==> src/rtl/i2c_pkg.sv <==
// rtl/i2c_pkg.sv - shared state encoding and bus constants for the I2C slave
package i2c_pkg;

    typedef enum logic [2:0] {
        IDLE,
        ADDR,
        ADDR_ACK,
        PTR,
        RX,
        TX,
        TX_ACK,
        IGNORE
    } i2c_state_e;

    localparam logic I2C_WRITE = 1'b0;
    localparam logic I2C_READ  = 1'b1;
    localparam logic ACK       = 1'b0;
    localparam logic NACK      = 1'b1;

endpackage

==> src/rtl/i2c_line_filter.sv <==
// rtl/i2c_line_filter.sv - SCL/SDA synchroniser, stability filter and bus-condition pulses
module i2c_line_filter #(
    parameter int unsigned FILT_LEN = 3
) (
    input  logic clk,
    input  logic rst_n,
    input  logic scl_in,
    input  logic sda_in,
    output logic sda_f,
    output logic scl_rise,
    output logic scl_fall,
    output logic start_det,
    output logic stop_det
);

    localparam logic [3:0] CNT_MAX = 4'(FILT_LEN - 1);

    // Bit 0 carries SCL, bit 1 carries SDA; both lines idle high out of reset.
    logic [1:0]      sync1, sync2, filt, filt_d;
    logic [1:0][3:0] cnt;

    always_ff @(posedge clk or negedge rst_n) begin
        if (!rst_n) begin
            sync1  <= 2'b11;
            sync2  <= 2'b11;
            filt   <= 2'b11;
            filt_d <= 2'b11;
            cnt    <= '0;
        end else begin
            sync1  <= {sda_in, scl_in};
            sync2  <= sync1;
            filt_d <= filt;
            for (int i = 0; i < 2; i++) begin
                if (sync2[i] == filt[i]) begin
                    cnt[i] <= '0;
                end else if (cnt[i] == CNT_MAX) begin
                    filt[i] <= sync2[i];
                    cnt[i]  <= '0;
                end else begin
                    cnt[i] <= cnt[i] + 4'd1;
                end
            end
        end
    end

    assign sda_f     = filt[1];
    assign scl_rise  = filt[0] & ~filt_d[0];
    assign scl_fall  = ~filt[0] & filt_d[0];
    // Judged against the current SCL level so a simultaneous SCL rise still yields START.
    assign start_det = filt[0] & filt_d[1] & ~filt[1];
    assign stop_det  = filt[0] & ~filt_d[1] & filt[1];

endmodule

==> src/rtl/i2c_slave_regfile_ctrl.sv <==
// rtl/i2c_slave_regfile_ctrl.sv - oversampled I2C slave with pointer-addressed register-file port
module i2c_slave_regfile_ctrl
    import i2c_pkg::*;
#(
    parameter logic [6:0]  SLAVE_ADDR = 7'h48,
    parameter int unsigned NUM_REGS   = 16,
    parameter int unsigned AUTO_INC   = 1,
    parameter int unsigned FILT_LEN   = 3,
    parameter int unsigned AW         = $clog2(NUM_REGS)
) (
    input  logic          clk,
    input  logic          rst_n,
    input  logic          scl_in,
    input  logic          sda_in,
    output logic          sda_oe,
    output logic [AW-1:0] reg_addr,
    output logic          reg_wr,
    output logic [7:0]    reg_wdata,
    output logic          reg_rd,
    input  logic [7:0]    reg_rdata,
    output logic          busy,
    output logic          addr_hit
);

    logic sda_f, scl_rise, scl_fall, start_det, stop_det;

    i2c_line_filter #(.FILT_LEN(FILT_LEN)) u_filter (
        .clk       (clk),
        .rst_n     (rst_n),
        .scl_in    (scl_in),
        .sda_in    (sda_in),
        .sda_f     (sda_f),
        .scl_rise  (scl_rise),
        .scl_fall  (scl_fall),
        .start_det (start_det),
        .stop_det  (stop_det)
    );

    i2c_state_e    state, state_next;
    logic [7:0]    shift, shift_n;
    logic [3:0]    bit_cnt, bit_cnt_n;
    logic          in_ack, in_ack_n;
    logic          rw, rw_n;
    logic [AW-1:0] ptr, ptr_n, ptr_inc;
    logic          rd_pend;
    logic [AW-1:0] reg_addr_n;
    logic [7:0]    reg_wdata_n;
    logic          sda_oe_n, reg_wr_n, reg_rd_n, busy_n, addr_hit_n;
    logic          bit_in, byte_done, ack_end;

    assign ptr_inc   = (ptr == AW'(NUM_REGS - 1)) ? '0 : ptr + 1'b1;
    assign bit_in    = scl_rise && !in_ack && (bit_cnt != 4'd8);
    assign byte_done = scl_fall && !in_ack && (bit_cnt == 4'd8);
    assign ack_end   = scl_fall && in_ack;

    always_ff @(posedge clk or negedge rst_n) begin
        if (!rst_n) begin
            state     <= IDLE;
            shift     <= '0;
            bit_cnt   <= '0;
            in_ack    <= 1'b0;
            rw        <= I2C_WRITE;
            ptr       <= '0;
            rd_pend   <= 1'b0;
            sda_oe    <= 1'b0;
            reg_addr  <= '0;
            reg_wr    <= 1'b0;
            reg_wdata <= '0;
            reg_rd    <= 1'b0;
            busy      <= 1'b0;
            addr_hit  <= 1'b0;
        end else begin
            state     <= state_next;
            shift     <= shift_n;
            bit_cnt   <= bit_cnt_n;
            in_ack    <= in_ack_n;
            rw        <= rw_n;
            ptr       <= ptr_n;
            rd_pend   <= reg_rd;
            sda_oe    <= sda_oe_n;
            reg_addr  <= reg_addr_n;
            reg_wr    <= reg_wr_n;
            reg_wdata <= reg_wdata_n;
            reg_rd    <= reg_rd_n;
            busy      <= busy_n;
            addr_hit  <= addr_hit_n;
        end
    end

    always_comb begin
        state_next  = state;
        shift_n     = shift;
        bit_cnt_n   = bit_cnt;
        in_ack_n    = in_ack;
        rw_n        = rw;
        ptr_n       = ptr;
        reg_addr_n  = reg_addr;
        reg_wdata_n = reg_wdata;
        sda_oe_n    = sda_oe;
        busy_n      = busy;
        reg_wr_n    = 1'b0;
        reg_rd_n    = 1'b0;
        addr_hit_n  = 1'b0;

        if (rd_pend) begin
            shift_n = reg_rdata;
        end

        if (stop_det) begin
            state_next = IDLE;
            sda_oe_n   = 1'b0;
            busy_n     = 1'b0;
        end else if (start_det) begin
            state_next = ADDR;
            sda_oe_n   = 1'b0;
            busy_n     = 1'b1;
            bit_cnt_n  = '0;
            in_ack_n   = 1'b0;
        end else begin
            if (bit_in && (state == ADDR || state == PTR || state == RX)) begin
                shift_n   = {shift[6:0], sda_f};
                bit_cnt_n = bit_cnt + 4'd1;
            end
            case (state)
                IDLE: ;
                ADDR: begin
                    if (byte_done) begin
                        if (shift[7:1] == SLAVE_ADDR) begin
                            addr_hit_n = 1'b1;
                            sda_oe_n   = 1'b1;
                            rw_n       = shift[0];
                            state_next = ADDR_ACK;
                        end else begin
                            sda_oe_n   = 1'b0;
                            state_next = IGNORE;
                        end
                    end
                end
                ADDR_ACK: begin
                    // Read data is fetched during the ACK clock so bit 7 is ready on its falling edge.
                    if (scl_rise && rw == I2C_READ) begin
                        reg_rd_n   = 1'b1;
                        reg_addr_n = ptr;
                        bit_cnt_n  = '0;
                        state_next = TX;
                    end else if (scl_fall && rw == I2C_WRITE) begin
                        sda_oe_n   = 1'b0;
                        bit_cnt_n  = '0;
                        state_next = PTR;
                    end
                end
                PTR: begin
                    if (byte_done) begin
                        if ({1'b0, shift} < 9'(NUM_REGS)) begin
                            ptr_n      = shift[AW-1:0];
                            sda_oe_n   = 1'b1;
                            in_ack_n   = 1'b1;
                            state_next = RX;
                        end else begin
                            sda_oe_n   = 1'b0;
                            state_next = IGNORE;
                        end
                    end
                end
                RX: begin
                    if (ack_end) begin
                        sda_oe_n  = 1'b0;
                        in_ack_n  = 1'b0;
                        bit_cnt_n = '0;
                    end else if (byte_done) begin
                        reg_wr_n    = 1'b1;
                        reg_addr_n  = ptr;
                        reg_wdata_n = shift;
                        sda_oe_n    = 1'b1;
                        in_ack_n    = 1'b1;
                        if (AUTO_INC != 0) begin
                            ptr_n = ptr_inc;
                        end
                    end
                end
                TX: begin
                    if (scl_fall) begin
                        if (bit_cnt == 4'd8) begin
                            sda_oe_n   = 1'b0;
                            state_next = TX_ACK;
                        end else begin
                            sda_oe_n  = ~shift[7];
                            shift_n   = {shift[6:0], 1'b0};
                            bit_cnt_n = bit_cnt + 4'd1;
                        end
                    end
                end
                TX_ACK: begin
                    if (scl_rise) begin
                        if (sda_f == ACK) begin
                            ptr_n      = ptr_inc;
                            reg_addr_n = ptr_inc;
                            reg_rd_n   = 1'b1;
                            bit_cnt_n  = '0;
                            state_next = TX;
                        end else if (sda_f == NACK) begin
                            state_next = IGNORE;
                        end
                    end
                end
                IGNORE: begin
                    sda_oe_n = 1'b0;
                end
                default: begin
                    state_next = IDLE;
                    sda_oe_n   = 1'b0;
                end
            endcase
        end
    end

endmodule

==> config.mk <==
export PLATFORM = sky130hd
export DESIGN_NAME = i2c_slave_regfile_ctrl
export DESIGN_NICKNAME = d
export VERILOG_FILES = /design/src/rtl/i2c_pkg.sv /design/src/rtl/i2c_line_filter.sv /design/src/rtl/i2c_slave_regfile_ctrl.sv
export SDC_FILE = /design/constraint.sdc
export NUM_CORES = 1
export LEC_CHECK = 0
export BUFFER_PORTS_ARGS = -buffer_cell sky130_fd_sc_hd__buf_2
export CAP_MARGIN = 30
export CORE_ASPECT_RATIO = 0.7
export CORE_MARGIN = 1.5
export CORE_UTILIZATION = 63
export DETAILED_ROUTE_END_ITERATION = 8
export PLACE_DENSITY_LB_ADDON = 0.12
export REMOVE_ABC_BUFFERS = 1
export SYNTH_ARGS = -nofsm -noshare
export SYNTH_HDL_FRONTEND = slang
export SYNTH_SLANG_ARGS = --single-unit
==> constraint.sdc <==
create_clock -name clk -period 4.65 [get_ports clk]
set_input_delay 0.6975 -clock clk [delete_from_list [all_inputs] [get_ports clk]]
set_output_delay 0.6975 -clock clk [all_outputs]
set_load 0.1 [all_outputs]
==> results of run 1 <==
-- metrics by stage --
stage	setup WS, ns	cell area (sq um)	power [W]	cells	hold slack (ns)
floorplan	2.405	2949	0.001192	291	0.3452
global placement	2.221	3166	0.001336	375	0.3472
detailed placement	2.167	3166	0.001364	375	0.3487
CTS	2.136	3277	0.001686	383	0.3635
global route	1.898	3277	0.001798	383	0.3691
finish	2.095	3277	0.001701	383	0.3620
-- registers in the layout, summed over array words and instances, names as in the netlist, 3 cells and up --
register	cells
shift	8
reg_addr	4
bit_cnt	4
ptr	4
state	3
reg_wdata	8
u_filter.cnt	8
-- cell type report --
class,instances,area (sq um)
flip-flops and latches,55,1386
clock inverters,2,38.79
multi-input cells,227,1529
inverters,9,33.78
repair buffers,29,147.6
clock buffers,6,72.57
fillers,342,1177
well taps,55,68.82
-- how the worst max path moves through the flow --
stage                           startpoint                       to  slack (ns)
floorplan           bit_cnt[0]$_DFFE_PN0N_  reg_addr[0]$_DFFE_PN0P_        2.41
global placement    bit_cnt[0]$_DFFE_PN0N_  reg_addr[0]$_DFFE_PN0P_        2.22
detailed placement    state[2]$_DFFE_PN0P_   bit_cnt[0]$_DFFE_PN0N_        2.17
CTS                   state[2]$_DFFE_PN0P_       shift[6]$_DFF_PN0_        2.14
global route        bit_cnt[0]$_DFFE_PN0N_       ptr[2]$_DFFE_PN0P_        1.90
finish                state[2]$_DFFE_PN0P_   bit_cnt[0]$_DFFE_PN0N_        2.09
-- critical path, cell delays in order, from the launching register on --
cell	delay, ns
dfrtp_1	0.82
or3b_1	0.46
a2111oi_4	0.58
nand2b_1	0.18
o21ai_1	0.06
a32oi_1	0.21
o31ai_1	0.10
-- cells in the mapped netlist, drive strengths merged, types with 5 or more instances --
master | count | area share [%]
a21oi | 23 | 4.0
mux2 | 17 | 6.4
ha | 7 | 2.9
nor2 | 38 | 4.8
clkbuf | 6 | 0.75
dfrtp | 47 | 39
o21ai | 18 | 3.1
buf | 7 | 1.2
nand2b | 6 | 1.2
dfstp | 8 | 7.0
nand2 | 23 | 2.9
mux2i | 12 | 4.0
a31oi | 5 | 1.0
inv | 9 | 1.1
nor2b | 10 | 2.1
nor3 | 9 | 1.5
-- layer usage --
layer | track usage (%) | up-vias | wire length, um
met3 | 7.211 | 13 | 486
met2 | 40.38 | 95 | 2816
met1 | 37.54 | 1130 | 3022
met5 | 0 | - | 0
met4 | 8.295 | 0 | 93
li1 | - | 1133 | -
-- power by group through the flow --
stage	logic [W]	registers, W	clock network (W)
final	0.000585	0.000789	0.000327
after global routing	0.000644	0.000810	0.000344
after CTS	0.000576	0.000781	0.000328
after detailed placement	0.000573	0.000791	0
after global placement	0.000552	0.000784	0
after floorplan	0.000431	0.000761	0
-- logic make-up (layout without fill, tap and decap cells) --
| logic type | count (synthesis) | in the layout | synth area share, % |
|---|---|---|---|
| simple gates | 110 | 110 | 19.30 |
| xor+xnor | 7 | 7 | 2.038 |
| fa+ha+maj | 7 | 7 | 2.912 |
| flops | 55 | 55 | 46.09 |
| buf+inv | 22 | 46 | 3.078 |
| compound gates | 74 | 74 | 16.22 |
| mux | 29 | 29 | 10.36 |
==> results.json, run 1 <==
{
  "run_status": "complete, but fails checks",
  "failed_checks": "design-rule violations",
  "layout_common_cells": "47 x dfrtp_1, 37 x nor2_1, 28 x buf_2",
  "synth_cell_types": 59,
  "final_layout_size_suffix_gt1_share_pct": 21.34,
  "syn_area_sq_um": 3008,
  "dp_hpwl_um": 4535,
  "postCtsHoldBufs": 0,
  "postRouteAntennaNets": 0,
  "cts_setup_buffers": 0,
  "first_iter_violations": 198,
  "grt_overflow": 0,
  "cts_resized": 0,
  "worstHoldPathCells": 0,
  "grt_pass1_vias": 2150,
  "skew_ns": 0.004536,
  "rr_worst_depth": 6,
  "p_int_w": 0.0009962,
  "slew_viol_final": 0,
  "start_util_pct": 67.53,
  "clkSinkCount": 55,
  "clkLatencyLatePin_ns": 0.32,
  "gp_congestion": 0.9360,
  "num_vias": 2371,
  "synth-edff-count": 0,
  "ctsLongestPathBuffers": 2,
  "drtPass1Iterations": 7,
  "fin_crit_sh_pct": 54.95,
  "hold_viol": 0,
  "fp.dieW_um": 85.59,
  "grt_start_max_net_pins": 56,
  "required_ns": 4.83,
  "io_pins": 29,
  "fmax_ghz": 0.3914,
  "p_seq_share_pct": 46.4,
  "viasPerCell": 6.191,
  "r2r_end": "bit_cnt[0]$_DFFE_PN0N_",
  "ir_worst_vdd_uv": 364.5,
  "drc": 2,
  "syn_area_per_cell_sq_um": 9.894,
  "tightest_slew_ns": 0.8461,
  "period_needed_ns": 2.555,
  "dieArea_sq_um": 5204,
  "async_flop_share_pct": 100.0,
  "diodes": 0,
  "fin_setup_tns_ns": 0,
  "p_sw_share_pct": 41.44,
  "cts_tree": "yes",
  "cts_buffers": 5,
  "r2r-start": "state[2]$_DFFE_PN0P_",
  "hold-path-endpoint": "u_filter.sync2[0]$_DFF_PN1_",
  "p_leak_nw": 1.495,
  "wirelength_um": 6420,
  "relSlewSlack_pct": 43.07,
  "power_frac_comb_pct": 34.4,
  "power_density_nw_per_um2": 519.1,
  "synthCells": 304,
  "cp.arrival_ns": 2.73,
  "rows": 20,
  "cp_max_fo": 26,
  "final_util_pct": 73.57,
  "core_sq_um": 4454,
  "yosys_warnings": 0,
  "grt_pass1_wl_um": 10380,
  "cts.htree.levels": 2,
  "reg2reg_slack_ns": 2.09,
  "criticalPathCategory": "reg2reg",
  "setup_viol": 0,
  "hold_path.class": "reg2reg",
  "final_common_cell": "dfrtp_1",
  "rsz0062_at_grt": "no",
  "synth-seq-area-share_pct": 46.09,
  "p_sw_w": 0.0007049,
  "die_h_um": 60.81,
  "hold_start": "u_filter.sync1[0]$_DFF_PN1_",
  "grt_usage_pct": 26.48,
  "cap_violations": 0,
  "antenna_found_initial": 0,
  "portBuffers": 28,
  "synth-seq-cells": 55,
  "ys.flop_type": "dfrtp_1",
  "root_buffer": "clkbuf_8",
  "path_clk_slew_ns": 0.10,
  "avgRoutedWirePerCell_um": 16.76,
  "cp-start-kind": "register",
  "syn_to_final_growth_pct": 8.943,
  "end_kind": "register",
  "clkPwrFrac_pct": 19.2,
  "nets": 346
}
Power figures use the tool's default switching activity.
==> inputs of run 2 (changes only) <==
--- a/config.mk
+++ b/config.mk
@@ -9,7 +9,7 @@
 export CAP_MARGIN = 30
 export CORE_ASPECT_RATIO = 0.7
 export CORE_MARGIN = 1.5
-export CORE_UTILIZATION = 63
+export CORE_UTILIZATION = 59
 export DETAILED_ROUTE_END_ITERATION = 8
 export PLACE_DENSITY_LB_ADDON = 0.12
 export REMOVE_ABC_BUFFERS = 1
==> constraint.sdc (replaced) <==
create_clock -name clk -period 2.4 [get_ports clk]
set_input_delay 0.36 -clock clk [delete_from_list [all_inputs] [get_ports clk]]
set_output_delay 0.36 -clock clk [all_outputs]
set_load 0.1 [all_outputs]
==> run 2 against run 1 <==
Effect of this change:
- the flow now finishes without violations
- power up 92%
- sequential share of layout area down 1.5 points
- sequential power up 81%
- largest power group unchanged
==> results.json, run 2 (same netlist as run 1, synthesis figures left out) <==
{
  "run_status": "finished, final reports clean",
  "fin_ws_ns": 0.2075,
  "reg.largest.list": "reg_wdata: 8 flops, shift: 8 flops, u_filter.cnt: 8 flops",
  "viasPerCell": 5.804,
  "clkPwrFrac_pct": 15.5,
  "gp_congestion": 1.008,
  "drc": 0,
  "hold_path.class": "in2async",
  "final_layout_size_suffix_gt1_share_pct": 25.22,
  "cts.htree.levels": 2,
  "fin_crit_sh_pct": 91.36,
  "slew_viol_final": 0,
  "p_sw_share_pct": 41.13,
  "rows": 21,
  "fillerInstances": 403,
  "io_pins": 29,
  "regArea_sq_um": 1386,
  "ctsLongestPathBuffers": 2,
  "antenna_found_initial": 0,
  "nets": 363,
  "rsz0062_at_grt": "no",
  "die_h_um": 62.74,
  "core_sq_um": 4835,
  "postCtsHoldBufs": 0,
  "clkSinkCount": 55,
  "fmax_ghz": 0.4561,
  "power_density_nw_per_um2": 961.9,
  "cap_violations": 0,
  "grt_usage_pct": 24.82,
  "ir_worst_vdd_uv": 529.7,
  "skew_ns": 0.006595,
  "criticalPathCategory": "reg2reg",
  "dpl_worst_slack_ns": 0.09591,
  "path_clk_slew_ns": 0.09,
  "required_ns": 2.60,
  "avgRoutedWirePerCell_um": 15.01,
  "layout_common_cells": "47 x dfrtp_1, 37 x nor2_1, 28 x buf_2",
  "cts_buffers": 5,
  "cts_tree": "yes",
  "dieArea_sq_um": 5542,
  "final_common_cell": "dfrtp_1",
  "cp_max_fo": 4,
  "p_leak_nw": 1.569,
  "grt_start_max_net_pins": 35,
  "grt_pass1_wl_um": 10600,
  "num_vias": 2403,
  "cp.arrival_ns": 2.39,
  "hold_viol": 0,
  "p_seq_share_pct": 43.8,
  "diodes": 0,
  "fp.dieW_um": 88.34,
  "p_int_w": 0.001925,
  "clkLatencyLatePin_ns": 0.31,
  "start_util_pct": 62.22,
  "cts_resized": 0,
  "tightest_slew_ns": 0.7174,
  "power_frac_comb_pct": 40.6,
  "fin_setup_tns_ns": 0,
  "p_sw_w": 0.001345,
  "dp_hpwl_um": 4671,
  "end_kind": "register",
  "drtPass1Iterations": 5,
  "root_buffer": "clkbuf_8",
  "syn_to_final_growth_pct": 13.02,
  "cp-start-kind": "register",
  "first_iter_violations": 230,
  "relSlewSlack_pct": 52.17,
  "setup_viol": 0,
  "period_needed_ns": 2.193,
  "portBuffers": 28,
  "grt_overflow": 0,
  "grt_pass1_vias": 2190,
  "multi_input_area_sq_um": 1529,
  "postRouteAntennaNets": 0,
  "wirelength_um": 6216
}
==> run 2: cell types whose count changed in the layout (fill, tap and decap cells not counted) <==
| cell | change |
|---|---|
| bufinv_16 | -1 |
| clkinvlp_4 | +1 |
| buf_4 | +17 |
==> run 2: metrics by stage <==
stage | util [%] | cell area [sq um] | instances | hold slack, ns | power, W
finish | 70.32 | 3400 | 414 | 0.09819 | 0.003270
global route | 70.32 | 3400 | 414 | 0.1070 | 0.003528
CTS | 70.01 | 3385 | 412 | 0.1187 | 0.003249
detailed placement | 68.17 | 3296 | 404 | 0.3482 | 0.002733
global placement | 68.17 | 3296 | 404 | 0.3454 | 0.002698
floorplan | - | 2949 | 291 | 0.06441 | 0.002309
==> run 2: final timing paths <==
kind	startpoint	to	slack (ns)	cells past startpoint
max in group asynchronous	rst_n	ptr[1]$_DFFE_PN0P_	1.64	2
min reg2reg	u_filter.sync1[1]$_DFF_PN1_	u_filter.sync2[1]$_DFF_PN1_	0.36	0
min	rst_n	bit_cnt[0]$_DFFE_PN0N_	0.1	1
max	bit_cnt[0]$_DFFE_PN0N_	reg_addr[0]$_DFFE_PN0P_	0.21	8
max reg2reg	bit_cnt[0]$_DFFE_PN0N_	reg_addr[0]$_DFFE_PN0P_	0.21	8
min in group clk	scl_in	u_filter.sync1[0]$_DFF_PN1_	0.14	1
==> run 2: power groups by stage <==
| stage | logic [W] | registers, W | clock network [W] |
|---|---|---|---|
| 6_report | 0.00133 | 0.00143 | 0.000508 |
| 5_1_grt | 0.00148 | 0.00148 | 0.000572 |
| 4_1_cts | 0.00129 | 0.00143 | 0.000528 |
| 3_5_place_dp | 0.00129 | 0.00144 | 0 |
| 3_3_place_gp | 0.00126 | 0.00144 | 0 |
| 2_1_floorplan | 0.000835 | 0.00147 | 0 |
==> run 2: final cells by class <==
cell class	count	share of cell area [%]
well taps	69	2.540
clock buffers	6	2.135
clock inverters	2	0.4785
flip-flops and latches	55	40.78
repair buffers	46	8.097
inverters	9	0.9937
multi-input cells	227	44.98
==> run 2: per-layer routing <==
layer / global-route usage, % / vias to the layer above / part of all wire (%)
met3: 8.587 / 4 / 7.5
met2: 33.49 / 92 / 43
met1: 39.12 / 1146 / 50
met5: 0 / - / 0
li1: - / 1161 / -
met4: 3.516 / 0 / 0.40
==> run 2: worst max-delay path, cell delays in order, from the launching register on <==
cell      delay, ns
dfrtp_1        0.39
inv_1          0.07
ha_1           0.21
nand3b_4       0.10
or3_4          0.39
o21ai_2        0.14
o21ai_1        0.11
nor4_4         0.29
mux2_2         0.39
==> run 2: timing repair <==
item	4_1_cts	5_1_grt
setup buffers	0	2
endpoints found under the setup margin	0	5
hold endpoints to repair	0	0
==> inputs of run 3 (changes only) <==
--- a/config.mk
+++ b/config.mk
@@ -8,7 +8,6 @@
 export BUFFER_PORTS_ARGS = -buffer_cell sky130_fd_sc_hd__buf_2
 export CAP_MARGIN = 30
 export CORE_ASPECT_RATIO = 0.7
-export CORE_MARGIN = 1.5
 export CORE_UTILIZATION = 59
 export DETAILED_ROUTE_END_ITERATION = 8
 export PLACE_DENSITY_LB_ADDON = 0.12
==> constraint.sdc (replaced) <==
create_clock -name clk -period 2.5 [get_ports clk]
set_input_delay 0.375 -clock clk [delete_from_list [all_inputs] [get_ports clk]]
set_output_delay 0.375 -clock clk [all_outputs]
set_load 0.05 [all_outputs]
==> run 3 against run 2 <==
Effect of this change:
- final cell count shrank 1.2%
- first-iteration DRC count down 11%
- clock skew hardly changed
- die area fell by 2.7%
- design area fell by 0.70%
- routed wire length rose by 3.4%
- sequential share of layout area up 0.29 points
- maximum frequency is 6.7% lower
- worst hold slack better by 0.048 ns
- setup slack worse by 0.056 ns
- global-route usage increased by 0.82 points
- critical endpoint is now reg_addr[3]$_DFFE_PN0P_
==> results.json, run 3 (same netlist as run 1, synthesis figures left out) <==
{
  "run_status": "finished, final reports clean",
  "layout_common_cells": "47 x dfrtp_1, 37 x nor2_1, 28 x buf_2",
  "rows": 21,
  "dp_hpwl_um": 4663,
  "cts_buffers": 5,
  "clkSinkCount": 55,
  "grt_overflow": 0,
  "fp.dieW_um": 87.34,
  "cp.arrival_ns": 2.56,
  "drc": 0,
  "root_buffer": "clkbuf_8",
  "rr_worst_depth": 8,
  "r2r-start": "bit_cnt[1]$_DFFE_PN0N_",
  "first_iter_violations": 205,
  "core_sq_um": 4835,
  "start_util_pct": 62.22,
  "r2r_end": "reg_addr[3]$_DFFE_PN0P_",
  "p_seq_share_pct": 44.7,
  "diodes": 0,
  "clkPwrFrac_pct": 17.3,
  "grt_start_max_net_pins": 56,
  "cts_tree": "yes",
  "nets": 358,
  "dpl_worst_slack_ns": 0.1649,
  "hold_path.class": "in2async",
  "cts.htree.levels": 2,
  "period_needed_ns": 2.349,
  "fin_setup_tns_ns": 0,
  "criticalPathCategory": "reg2reg",
  "cts_resized": 0,
  "path_clk_slew_ns": 0.10,
  "fin_ws_ns": 0.1510,
  "ctsLongestPathBuffers": 2,
  "final_layout_size_suffix_gt1_share_pct": 24.41,
  "p_int_w": 0.001847,
  "cap_violations": 0,
  "hold_viol": 0,
  "cts_setup_buffers": 0,
  "setup_viol": 0,
  "slowest_stage": "dfrtp_1",
  "die_h_um": 61.74,
  "skew_ns": 0.006336,
  "postRouteAntennaNets": 0,
  "ir_worst_vdd_uv": 517.6,
  "postCtsHoldBufs": 0,
  "fmax_ghz": 0.4257,
  "final_common_cell": "dfrtp_1",
  "dieArea_sq_um": 5392,
  "power_density_nw_per_um2": 932.0,
  "slew_viol_final": 0,
  "num_vias": 2424,
  "tightest_slew_ns": 0.6767,
  "io_pins": 29,
  "drtPass1Iterations": 5,
  "viasPerCell": 5.927,
  "grt_pass1_vias": 2027,
  "relSlewSlack_pct": 54.88,
  "grt_usage_pct": 25.64,
  "reg.largest.list": "reg_wdata: 8 flops, shift: 8 flops, u_filter.cnt: 8 flops",
  "critical-path-max-stage-delay_ns": 0.45,
  "syn_to_final_growth_pct": 12.23,
  "p_leak_nw": 1.555,
  "portBuffers": 28,
  "cp-start-kind": "register",
  "reg2reg_slack_ns": 0.15,
  "wirelength_um": 6430,
  "fin_crit_sh_pct": 93.96,
  "p_sw_share_pct": 41.29,
  "cp_max_fo": 6,
  "antenna_found_initial": 0,
  "power_frac_comb_pct": 38.0,
  "rsz0062_at_grt": "no",
  "p_sw_w": 0.001299,
  "required_ns": 2.71,
  "end_kind": "register",
  "avgRoutedWirePerCell_um": 15.72,
  "gp_congestion": 0.9670,
  "grt_pass1_wl_um": 10230,
  "clkLatencyLatePin_ns": 0.32,
  "cp_cell_sequence": "inv_1, ha_1, nand3b_4, or3_4, o21ai_2, o21ai_1, nor4_4, mux2_2"
}
[run 3: cell types whose count changed in the layout (fill, tap and decap cells not counted), sizes merged]
cell      previous run  this run
clkinv               0         1
buf                 46        41
clkinvlp             1         0
[run 3: area by class of cell]
| class | instances | area (sq um) |
|---|---|---|
| multi-input cells | 227 | 1529 |
| fillers | 379 | 1459 |
| flip-flops and latches | 55 | 1386 |
| repair buffers | 41 | 237.7 |
| well taps | 69 | 86.33 |
| clock buffers | 6 | 82.58 |
| inverters | 9 | 33.78 |
| clock inverters | 2 | 20.02 |
[run 3: worst max path at each step]
stage | end | cells after the start | startpoint | slack, ns
after floorplan | reg_addr[0]$_DFFE_PN0P_ | 8 | bit_cnt[0]$_DFFE_PN0N_ | 0.26
after global placement | reg_addr[3]$_DFFE_PN0P_ | 8 | bit_cnt[1]$_DFFE_PN0N_ | 0.23
after detailed placement | reg_addr[3]$_DFFE_PN0P_ | 8 | bit_cnt[1]$_DFFE_PN0N_ | 0.16
after CTS | reg_addr[3]$_DFFE_PN0P_ | 8 | bit_cnt[1]$_DFFE_PN0N_ | 0.15
after global routing | reg_addr[3]$_DFFE_PN0P_ | 8 | bit_cnt[1]$_DFFE_PN0N_ | 0.03
final | reg_addr[3]$_DFFE_PN0P_ | 8 | bit_cnt[1]$_DFFE_PN0N_ | 0.15
[run 3: per-stage QoR]
step | utilization (%) | std cells | cell area, sq um | hold WS (ns) | total power, W
finish | 69.82 | 409 | 3376 | 0.1460 | 0.003146
global route | 69.82 | 409 | 3376 | 0.1284 | 0.003361
CTS | 69.82 | 409 | 3376 | 0.1340 | 0.003136
detailed placement | 67.70 | 401 | 3273 | 0.3478 | 0.002588
global placement | 67.70 | 401 | 3273 | 0.3470 | 0.002556
floorplan | - | 291 | 2949 | 0.07941 | 0.002192
[run 3: worst max-delay path: cells and delay by family, from the launching register on]
family / cells / cell delay [ns]
simple gates: 3 / 0.90
flops: 1 / 0.45
mux: 1 / 0.38
compound gates: 2 / 0.25
fa+ha+maj: 1 / 0.20
buf+inv: 1 / 0.08
[run 3: power by group through the flow]
stage	sequential (W)	combinational [W]	clock, W
3_5_place_dp	0.00141	0.00117	0
4_1_cts	0.00140	0.00118	0.000554
3_3_place_gp	0.00140	0.00116	0
2_1_floorplan	0.00139	0.000802	0
6_report	0.00141	0.00120	0.000544
5_1_grt	0.00145	0.00133	0.000583
[run 3: metal layers]
metal | share of wire [%] | vias to the layer above | track usage (%) | wire length (um)
li1 | - | 1156 | - | -
met1 | 49 | 1158 | 39.30 | 3143
met2 | 41 | 102 | 36.16 | 2666
met3 | 8.6 | 8 | 5.945 | 552
met4 | 1.1 | 0 | 7.728 | 68
met5 | 0 | - | 0 | 0
